<file path="config.mk">
export PLATFORM = sky130hd
export DESIGN_NAME = weapon_swing_ctrl
export DESIGN_NICKNAME = d
export VERILOG_FILES = /design/src/rtl/weapon_swing_ctrl.sv
export SDC_FILE = /design/constraint.sdc
export NUM_CORES = 1
export LEC_CHECK = 0
export CORE_ASPECT_RATIO = 0.8
export CORE_UTILIZATION = 35
export CTS_CLUSTER_SIZE = 12
export DETAILED_ROUTE_END_ITERATION = 12
export SLEW_MARGIN = 20
export SYNTH_ARGS = -nofsm -noshare
export SYNTH_HDL_FRONTEND = slang
export SYNTH_SLANG_ARGS = --single-unit
</file>
<file path="constraint.sdc">
create_clock -name clk -period 1.8 [get_ports clk]
set_clock_uncertainty 0.15 [all_clocks]
set_input_delay 0.36 -clock clk [delete_from_list [all_inputs] [get_ports clk]]
set_output_delay 0.36 -clock clk [all_outputs]
set_load 0.02 [all_outputs]
</file>
<file path="src/rtl/weapon_swing_ctrl.sv">
// Melee/archer attack sequencer: turns left-mouse presses into frame-timed weapon swings
// with one damage pulse per swing. Optional build macro: WEAPON_SWING_AUTOFIRE_EN.
module weapon_swing_ctrl #(
  parameter int SWING_STEP      = 3,
  parameter int SWING_FRAMES    = 8,
  parameter int HOLD_FRAMES     = 4,
  parameter int COOLDOWN_FRAMES = 12
) (
  input  logic        clk,
  input  logic        rst,
  input  logic        i_vsync,
  input  logic        i_mouse_left,
  input  logic [1:0]  i_game_active,
  input  logic        i_alive,
  input  logic [1:0]  i_char_class,
  input  logic        i_melee_hit,
  output logic        o_attack_active,
  output logic [11:0] o_anim_x_offset,
  output logic        o_damage_pulse,
  output logic        o_busy
);

  localparam int MAX_FRAMES_A = (SWING_FRAMES > HOLD_FRAMES) ? SWING_FRAMES : HOLD_FRAMES;
  localparam int MAX_FRAMES   = (MAX_FRAMES_A > COOLDOWN_FRAMES) ? MAX_FRAMES_A : COOLDOWN_FRAMES;
  localparam int CNT_W        = $clog2(MAX_FRAMES + 1);

  localparam logic [11:0]      STEP    = 12'(SWING_STEP);
  localparam logic [CNT_W-1:0] SW_LAST = CNT_W'(SWING_FRAMES - 1);
  localparam logic [CNT_W-1:0] HD_LAST = CNT_W'(HOLD_FRAMES - 1);
  localparam logic [CNT_W-1:0] CD_LAST = CNT_W'(COOLDOWN_FRAMES - 1);
  localparam logic [CNT_W-1:0] CNT_ONE = CNT_W'(1);

  typedef enum logic [2:0] {
    S_IDLE,
    S_EXTEND,
    S_HOLD,
    S_RETRACT,
    S_COOLDOWN
  } state_t;

  state_t           r_state, w_state_next;
  logic [CNT_W-1:0] r_cnt, w_cnt_next;
  logic [11:0]      r_offset, w_offset_next;
  logic             r_hit_done, w_hit_done_next;
  logic             r_attack_active, w_attack_next;
  logic             r_vsync_q;
  logic             r_mouse_q;

  logic w_enable;
  logic w_melee;
  logic w_archer;
  logic w_tick;
  logic w_start;
  logic w_swing_phase;
  logic w_next_swing_phase;
  logic w_pulse;

  assign w_enable      = (i_game_active != 2'b00) && i_alive;
  assign w_melee       = (i_char_class == 2'b01);
  assign w_archer      = (i_char_class == 2'b10);
  assign w_tick        = i_vsync & ~r_vsync_q;
  assign w_swing_phase = (r_state == S_EXTEND) || (r_state == S_HOLD) || (r_state == S_RETRACT);

`ifdef WEAPON_SWING_AUTOFIRE_EN
  // Held button keeps re-arming a swing whenever the FSM is back in IDLE.
  assign w_start = i_mouse_left;
`else
  assign w_start = i_mouse_left & ~r_mouse_q;
`endif

  always_ff @(posedge clk) begin
    if (rst) begin
      r_state         <= S_IDLE;
      r_cnt           <= '0;
      r_offset        <= '0;
      r_hit_done      <= 1'b0;
      r_attack_active <= 1'b0;
      r_vsync_q       <= 1'b0;
      r_mouse_q       <= 1'b0;
    end else begin
      r_state         <= w_state_next;
      r_cnt           <= w_cnt_next;
      r_offset        <= w_offset_next;
      r_hit_done      <= w_hit_done_next;
      r_attack_active <= w_attack_next;
      r_vsync_q       <= i_vsync;
      r_mouse_q       <= i_mouse_left;
    end
  end

  always_comb begin
    w_state_next    = r_state;
    w_cnt_next      = r_cnt;
    w_offset_next   = r_offset;
    w_hit_done_next = r_hit_done;
    w_pulse         = 1'b0;

    if (!w_enable || !w_melee) begin
      // Losing enable or leaving melee class aborts at once and skips cooldown.
      w_state_next  = S_IDLE;
      w_cnt_next    = '0;
      w_offset_next = '0;
    end else begin
      case (r_state)
        S_IDLE: begin
          w_offset_next = '0;
          if (w_start) begin
            w_state_next    = S_EXTEND;
            w_cnt_next      = '0;
            w_hit_done_next = 1'b0;
          end
        end
        S_EXTEND: begin
          if (w_tick) begin
            w_offset_next = r_offset + STEP;
            if (r_cnt == SW_LAST) begin
              w_state_next = S_HOLD;
              w_cnt_next   = '0;
            end else begin
              w_cnt_next = r_cnt + CNT_ONE;
            end
          end
        end
        S_HOLD: begin
          if (w_tick) begin
            if (r_cnt == HD_LAST) begin
              w_state_next = S_RETRACT;
              w_cnt_next   = '0;
            end else begin
              w_cnt_next = r_cnt + CNT_ONE;
            end
          end
        end
        S_RETRACT: begin
          if (w_tick) begin
            if (r_offset <= STEP) begin
              w_offset_next = '0;
              w_state_next  = S_COOLDOWN;
              w_cnt_next    = '0;
            end else begin
              w_offset_next = r_offset - STEP;
            end
          end
        end
        S_COOLDOWN: begin
          w_offset_next = '0;
          if (w_tick) begin
            if (r_cnt == CD_LAST) begin
              w_state_next = S_IDLE;
              w_cnt_next   = '0;
            end else begin
              w_cnt_next = r_cnt + CNT_ONE;
            end
          end
        end
        default: begin
          w_state_next  = S_IDLE;
          w_cnt_next    = '0;
          w_offset_next = '0;
        end
      endcase

      if (w_swing_phase && i_melee_hit && !r_hit_done) begin
        w_pulse         = 1'b1;
        w_hit_done_next = 1'b1;
      end
    end
  end

  assign w_next_swing_phase = (w_state_next == S_EXTEND) || (w_state_next == S_HOLD) ||
                              (w_state_next == S_RETRACT);
  assign w_attack_next = (w_melee && w_enable && w_next_swing_phase) ||
                         (w_archer && w_enable && i_mouse_left);

  assign o_attack_active = r_attack_active;
  assign o_anim_x_offset = r_offset;
  assign o_damage_pulse  = w_pulse;
  assign o_busy          = (r_state != S_IDLE);

endmodule

</file>
# Word-level counts from Yosys, hierarchy flattened
# Index checks and enable logic that the tools add are counted.
[totals]
regBits = 23
inputBits = 10
output_inout_bits = 15
wordCells = 90
[classes]
n_addsub = 3
order_cmp = 1
n_eq_ne = 18
n_mux = 30
bitwise_logic = 6
reduce_logical = 25
[ops]
columns = ["cell", "count"]
rows = [
  ["12-bit 2-to-1 mux", 3],
  ["4-bit 2-to-1 mux", 9],
  ["12-bit case mux with 3 select lines", 1],
  ["3-bit 2-to-1 mux", 10],
  ["4-bit case mux with 5 select lines", 1],
  ["3-bit case mux with 5 select lines", 1],
  ["12-bit by 2-bit adder with 12-bit output, second input constant", 1],
  ["3-bit by 2-bit equality test with 1-bit output, second input constant", 4],
  ["12-bit by 2-bit <= comparator with 1-bit output, second input constant", 1],
  ["12-bit by 2-bit subtractor with 12-bit output, second input constant", 1],
  ["2-bit != test, second input constant", 5],
  ["1-bit logical AND", 7],
  ["3-bit by 1-bit equality test with 1-bit output, second input constant", 2],
  ["1-bit logical OR", 6],
  ["3-bit AND reduction", 2],
  ["6-bit AND reduction", 1],
  ["2-bit nonzero test", 3],
  ["1-bit 2-to-1 mux", 5],
  ["4-bit by 1-bit adder with 4-bit output, second input constant", 1],
  ["4-bit by 2-bit equality test with 1-bit output, second input constant", 1],
  ["4-bit by 3-bit equality test with 1-bit output, second input constant", 1],
  ["4-bit equality test, second input constant", 1],
  ["1-bit inverter", 4],
  ["3-bit equality test, second input constant", 1],
  ["other kinds (8)", 11],
]

# Logic depth before layout (Yosys ltp)
[logic_depth]
ltp_word = 10
ltp_mapped = 8
depth_no_buf = 7

# Worst setup path before layout
# OpenSTA, ideal clock, no wires.
[synth_path]
path_type = "register to register"
start = "register r_offset[0] (netlist: o_anim_x_offset[0])"
end = "register r_offset[10] (netlist: o_anim_x_offset[10])"
setup_time_ps = 117
arrival_ps = 1740
required_time_ps = 1533
setup_slack_ps = -208
path_stages_with_launch = 9
path_buffers = 1
synth_period_minus_slack_ps = 2008
path_cell_list = "dfxtp_1 inv_1 ha_1 and3b_1 clkbuf_1 nand2_1 nor2_1 o221ai_1 a32o_1"
[synth_between]
elab_chain_cells = 4
word_cells_on_any_way = 7
cone_classes = "2 x add/sub; 1 x order compare; 4 x mux"
[synth_rtl]
columns = ["element", "line", "rtl"]
rows = [
  ["start: declaration", "43", "logic [11:0] r_offset, w_offset_next;"],
  ["start signal: assignment", "83", "r_offset <= w_offset_next;"],
  ["12-bit by 2-bit subtractor with 12-bit output / 12-bit by 2-bit <= comparator with 1-bit output (equally long branches)", "141, 136", ""],
  ["12-bit 2-to-1 mux", "136", "if (r_offset <= STEP) begin"],
  ["12-bit 2-to-1 mux", "135", "if (w_tick) begin"],
  ["12-bit case mux with 3 select lines (*)", "104", "case (r_state)"],
]
# Mark *: on every way between the ends. The rest lies on a longest branch, timed or not. The select of a mux whose other input is x is not followed.
# A chain may end at the register's enable or synchronous reset.

# Final worst setup path
[layout_path]
start = "input port i_game_active[1]"
end = "register r_offset[2] (netlist: o_anim_x_offset[2])"
[layout_between]
elab_chain_cells = 5
[layout_rtl]
columns = ["element", "line", "rtl"]
rows = [
  ["start: declaration", "13", "input logic [1:0] i_game_active,"],
  ["2-bit nonzero test", "58", "assign w_enable = (i_game_active != 2'b00) && i_alive;"],
  ["1-bit logical AND", "58", ""],
  ["1-bit zero test", "98", "if (!w_enable || !w_melee) begin"],
  ["1-bit logical OR", "98", ""],
  ["2-bit OR reduction (no source line)", "-", ""],
]
# No other way between the ends.

==> impl_metrics.py <==
metrics = {
    "logic_synthesis": {
        "synth-compound-area-share_pct": 29.5,
        "yosysUniqueCellTypes": 53,
        "synth_edf_count": 0,
        "synth_top_area_share_pct": 25.8,
        "ys_async_sr_fraction_pct": 0,
        "synth-seq-cells": 23,
        "synth_adder_area_share_pct": 2.10,
        "synth_mux_area_share_pct": 0.560,
        "synth_area_um2": 1790,
        "syn_avg_cell_area_um2": 7.36,
        "synth-simple-area-share_pct": 31.8,
        "synth_top_family_by_area": "simple AND/OR/NAND/NOR gates",
        "ys_seq_area_share_pct": 25.8,
        "postSynthNetCount": 256,
        "synthFlopType": "dfxtp_1",
        "netlist_instances": 243,
        "synthTopCellsByArea": "dfxtp_1 (26%), o21ai_0 (4.8%), nand2_1 (4.6%)",
        "synthXorXnorAreaFrac_pct": 3.92,
        "yosys_warnings": 0,
        "yosys.area.top_type": "dfxtp_1",
    },
    "global_route": {
        "grt-ovfl-total": 0,
        "globalRouteMet1Util_pct": 36.1,
        "grt_pass1_wl_mm": 9.71,
        "grt_usage_pct": 23.6,
        "use_met2_pct": 34.3,
        "first_global_vias": 1963,
        "antenna_found_initial": 0,
        "met3_usage_pct": 3.31,
        "grt_busiest_layer": "met1",
        "grt_max_degree": 13,
    },
    "timing": {
        "worst_pin_slew_ps": 415,
        "rsz0062_at_grt": "true",
        "fmax_mhz": 569,
        "hold_viol": 0,
        "setup_slack_ps": 41.1,
        "hold_slack_ps": 292,
        "period_share_pct": 97.7,
        "relSlewSlack_pct": 72.3,
        "min_period_ps": 1760,
        "drv_slew": 0,
        "setup_viol": 0,
    },
    "placement": {
        "dp.cells": 377,
        "globalplace.congestion": 0.880,
        "dp_slack_ps": -741,
        "io_buffers": 24,
        "dpl.hpwl_mm": 4.50,
    },
    "clock_network": {
        "cts_tree": "done",
        "cts_inserted_buffers": 3,
        "clock_latency_ps": 260,
        "h-tree-depth": 1,
        "clk_path_buf_depth": 2,
        "cts_hold_buf": 0,
        "clkSlewWorstSetupHoldPaths_ps": 90,
        "cts-root-buf": "clkbuf_8",
        "cts.sinks": 23,
    },
    "critical_path": {
        "cpMaxStageDelayCell": "or3_4",
        "cpPeakStageDelay_ps": 340,
        "crit_buf_inv": 2,
        "crit_required_ps": 1820,
        "critPathCaptureType": "flip-flop",
        "critPathKind": "input pin to flip-flop",
        "crit_fanout": 3,
        "crit_family": "compound AO/OA/AOI/OAI gates",
        "cp-start-kind": "input pin",
        "crit_chain": "dlygate4sd2_1 -> o21ai_2 -> buf_4 -> or3_4 -> o211ai_1 -> o21ai_1 -> a2111oi_2",
        "crit_arrival_ps": 1780,
    },
    "power_and_ir_drop": {
        "total_power_mw": 0.950,
        "vdd_ir_drop_max_mv": 0.252,
        "leakage_nw": 1.19,
        "powerDensity_nw_per_um2": 342,
    },
    "floorplanning": {
        "dieHeight_um": 65.9,
        "start_util_pct": 37.8,
        "dieArea_um2": 5400,
        "core_um2": 4730,
        "die_w_um": 81.9,
        "io_pins": 25,
        "fp-row-count": 22,
    },
    "status": {
        "status": "finished, final reports clean",
    },
    "drt": {
        "wl_per_cell_um": 15.4,
        "vias_per_cell": 5.65,
        "detail_route.drc_violations": 0,
        "ant_nets": 0,
        "first_iter_violations": 152,
        "vias": 2176,
        "wirelength_mm": 5.93,
        "dr.pass1.iters": 4,
    },
    "finish": {
        "fin_nets": 339,
        "final_util_pct": 58.6,
        "drive_gt1_share_pct": 37.8,
        "antenna_cells": 0,
        "layout_commonest_cell": "buf_4",
        "final_cell_count_no_fill": 385,
        "layout_common_cells": "buf_4 (67), nand2_1 (19), nor2_1 (17), dlygate4sd2_1 (17), a21oi_1 (14)",
        "area_growth_pct": 55.1,
        "nFillCells": 447,
    },
    "job": {
        "cap_violations": 0,
    },
    "hold_path": {
        "hp-class": "input pin to flip-flop",
    },
}
## final timing paths
| kind | start | end | slack, ps | cells after the start |
|---|---|---|---|---|
| worst min-delay path | i_char_class[0] | o_attack_active | 290 | 3 |
| worst min register to register | r_hit_done | r_hit_done | 330 | 2 |
| worst max-delay path | i_game_active[1] | o_anim_x_offset[2] | 40 | 7 |
| worst max register to register | o_anim_x_offset[10] | o_anim_x_offset[7] | 50 | 5 |
## per-layer routing
| layer | vias up | part of all wire [%] |
|---|---|---|
| met5 | - | 0 |
| met4 | 0 | 0.62 |
| met3 | 5 | 5.5 |
| met2 | 64 | 43 |
| met1 | 1038 | 51 |
| li1 | 1069 | - |
## final cells by class
cell class	count	area [um^2]	area share, %
tap	60	75.1	2.71
timing repair buffer	97	792	28.6
multi-input combinational	193	1350	48.8
sequential	23	478	17.2
inverter	8	30.0	1.08
clock buffer	4	45.0	1.62
## report_power, final
group / switching (mW) / internal [mW]
Combinational: 0.0490 / 0.0579
Clock: 0.173 / 0.158
Sequential: 0.00286 / 0.509
Total: 0.225 / 0.725
## synthesized netlist by cell type, types with 4 or more instances
library cell and number:
dfxtp_1 23, nand2_1 22, nor2_1 21, o21ai_0 17, a21oi_1 16, buf_2 11
a31oi_1 10, nand3_1 10, inv_1 8, nor3_1 8, clkbuf_1 7, nand3b_1 6
nor2b_1 6, a211oi_1 5, nand4_1 5, o211ai_1 5, o22ai_1 4, xnor2_1 4
xor2_1 4
## metrics by stage
step / instance area (um^2) / setup TNS (ps)
floorplan: 1830 / -53.3
global route: 2770 / -48.1
CTS: 2640 / 0
finish: 2770 / 0
global placement: 2570 / -8440
detailed placement: 2570 / -8960
## sequential cells by signal (all words and copies together), names as in the netlist
name and count:
r_cnt 4, o_attack_active 1, r_state 3, r_hit_done 1
r_vsync_q 1, o_anim_x_offset 12, r_mouse_q 1
## what timing repair did
| item | in CTS | in global routing |
|---|---|---|
| setup buffers | 0 | 4 |
| endpoints found under the setup margin | 31 | 17 |
| pin swaps | 6 | 13 |
| gates resized for setup | 40 | 38 |
| hold endpoints to repair | 0 | 0 |
## tightest hold or removal path: stages
cell and delay, ps:
clkbuf_2 120, or3_1 120, a21oi_1 60
## kinds of logic (layout without fill, tap and decap cells)
family | after synthesis | count (layout)
AND/OR/NAND/NOR | 102 | 102
flip-flops | 23 | 23
XOR/XNOR | 8 | 8
buffers and inverters | 27 | 109
AO/OA/AOI/OAI | 79 | 79
multiplexers | 1 | 1
adder cells (fa/ha/maj) | 3 | 3
(Power assumes the default switching activity.)
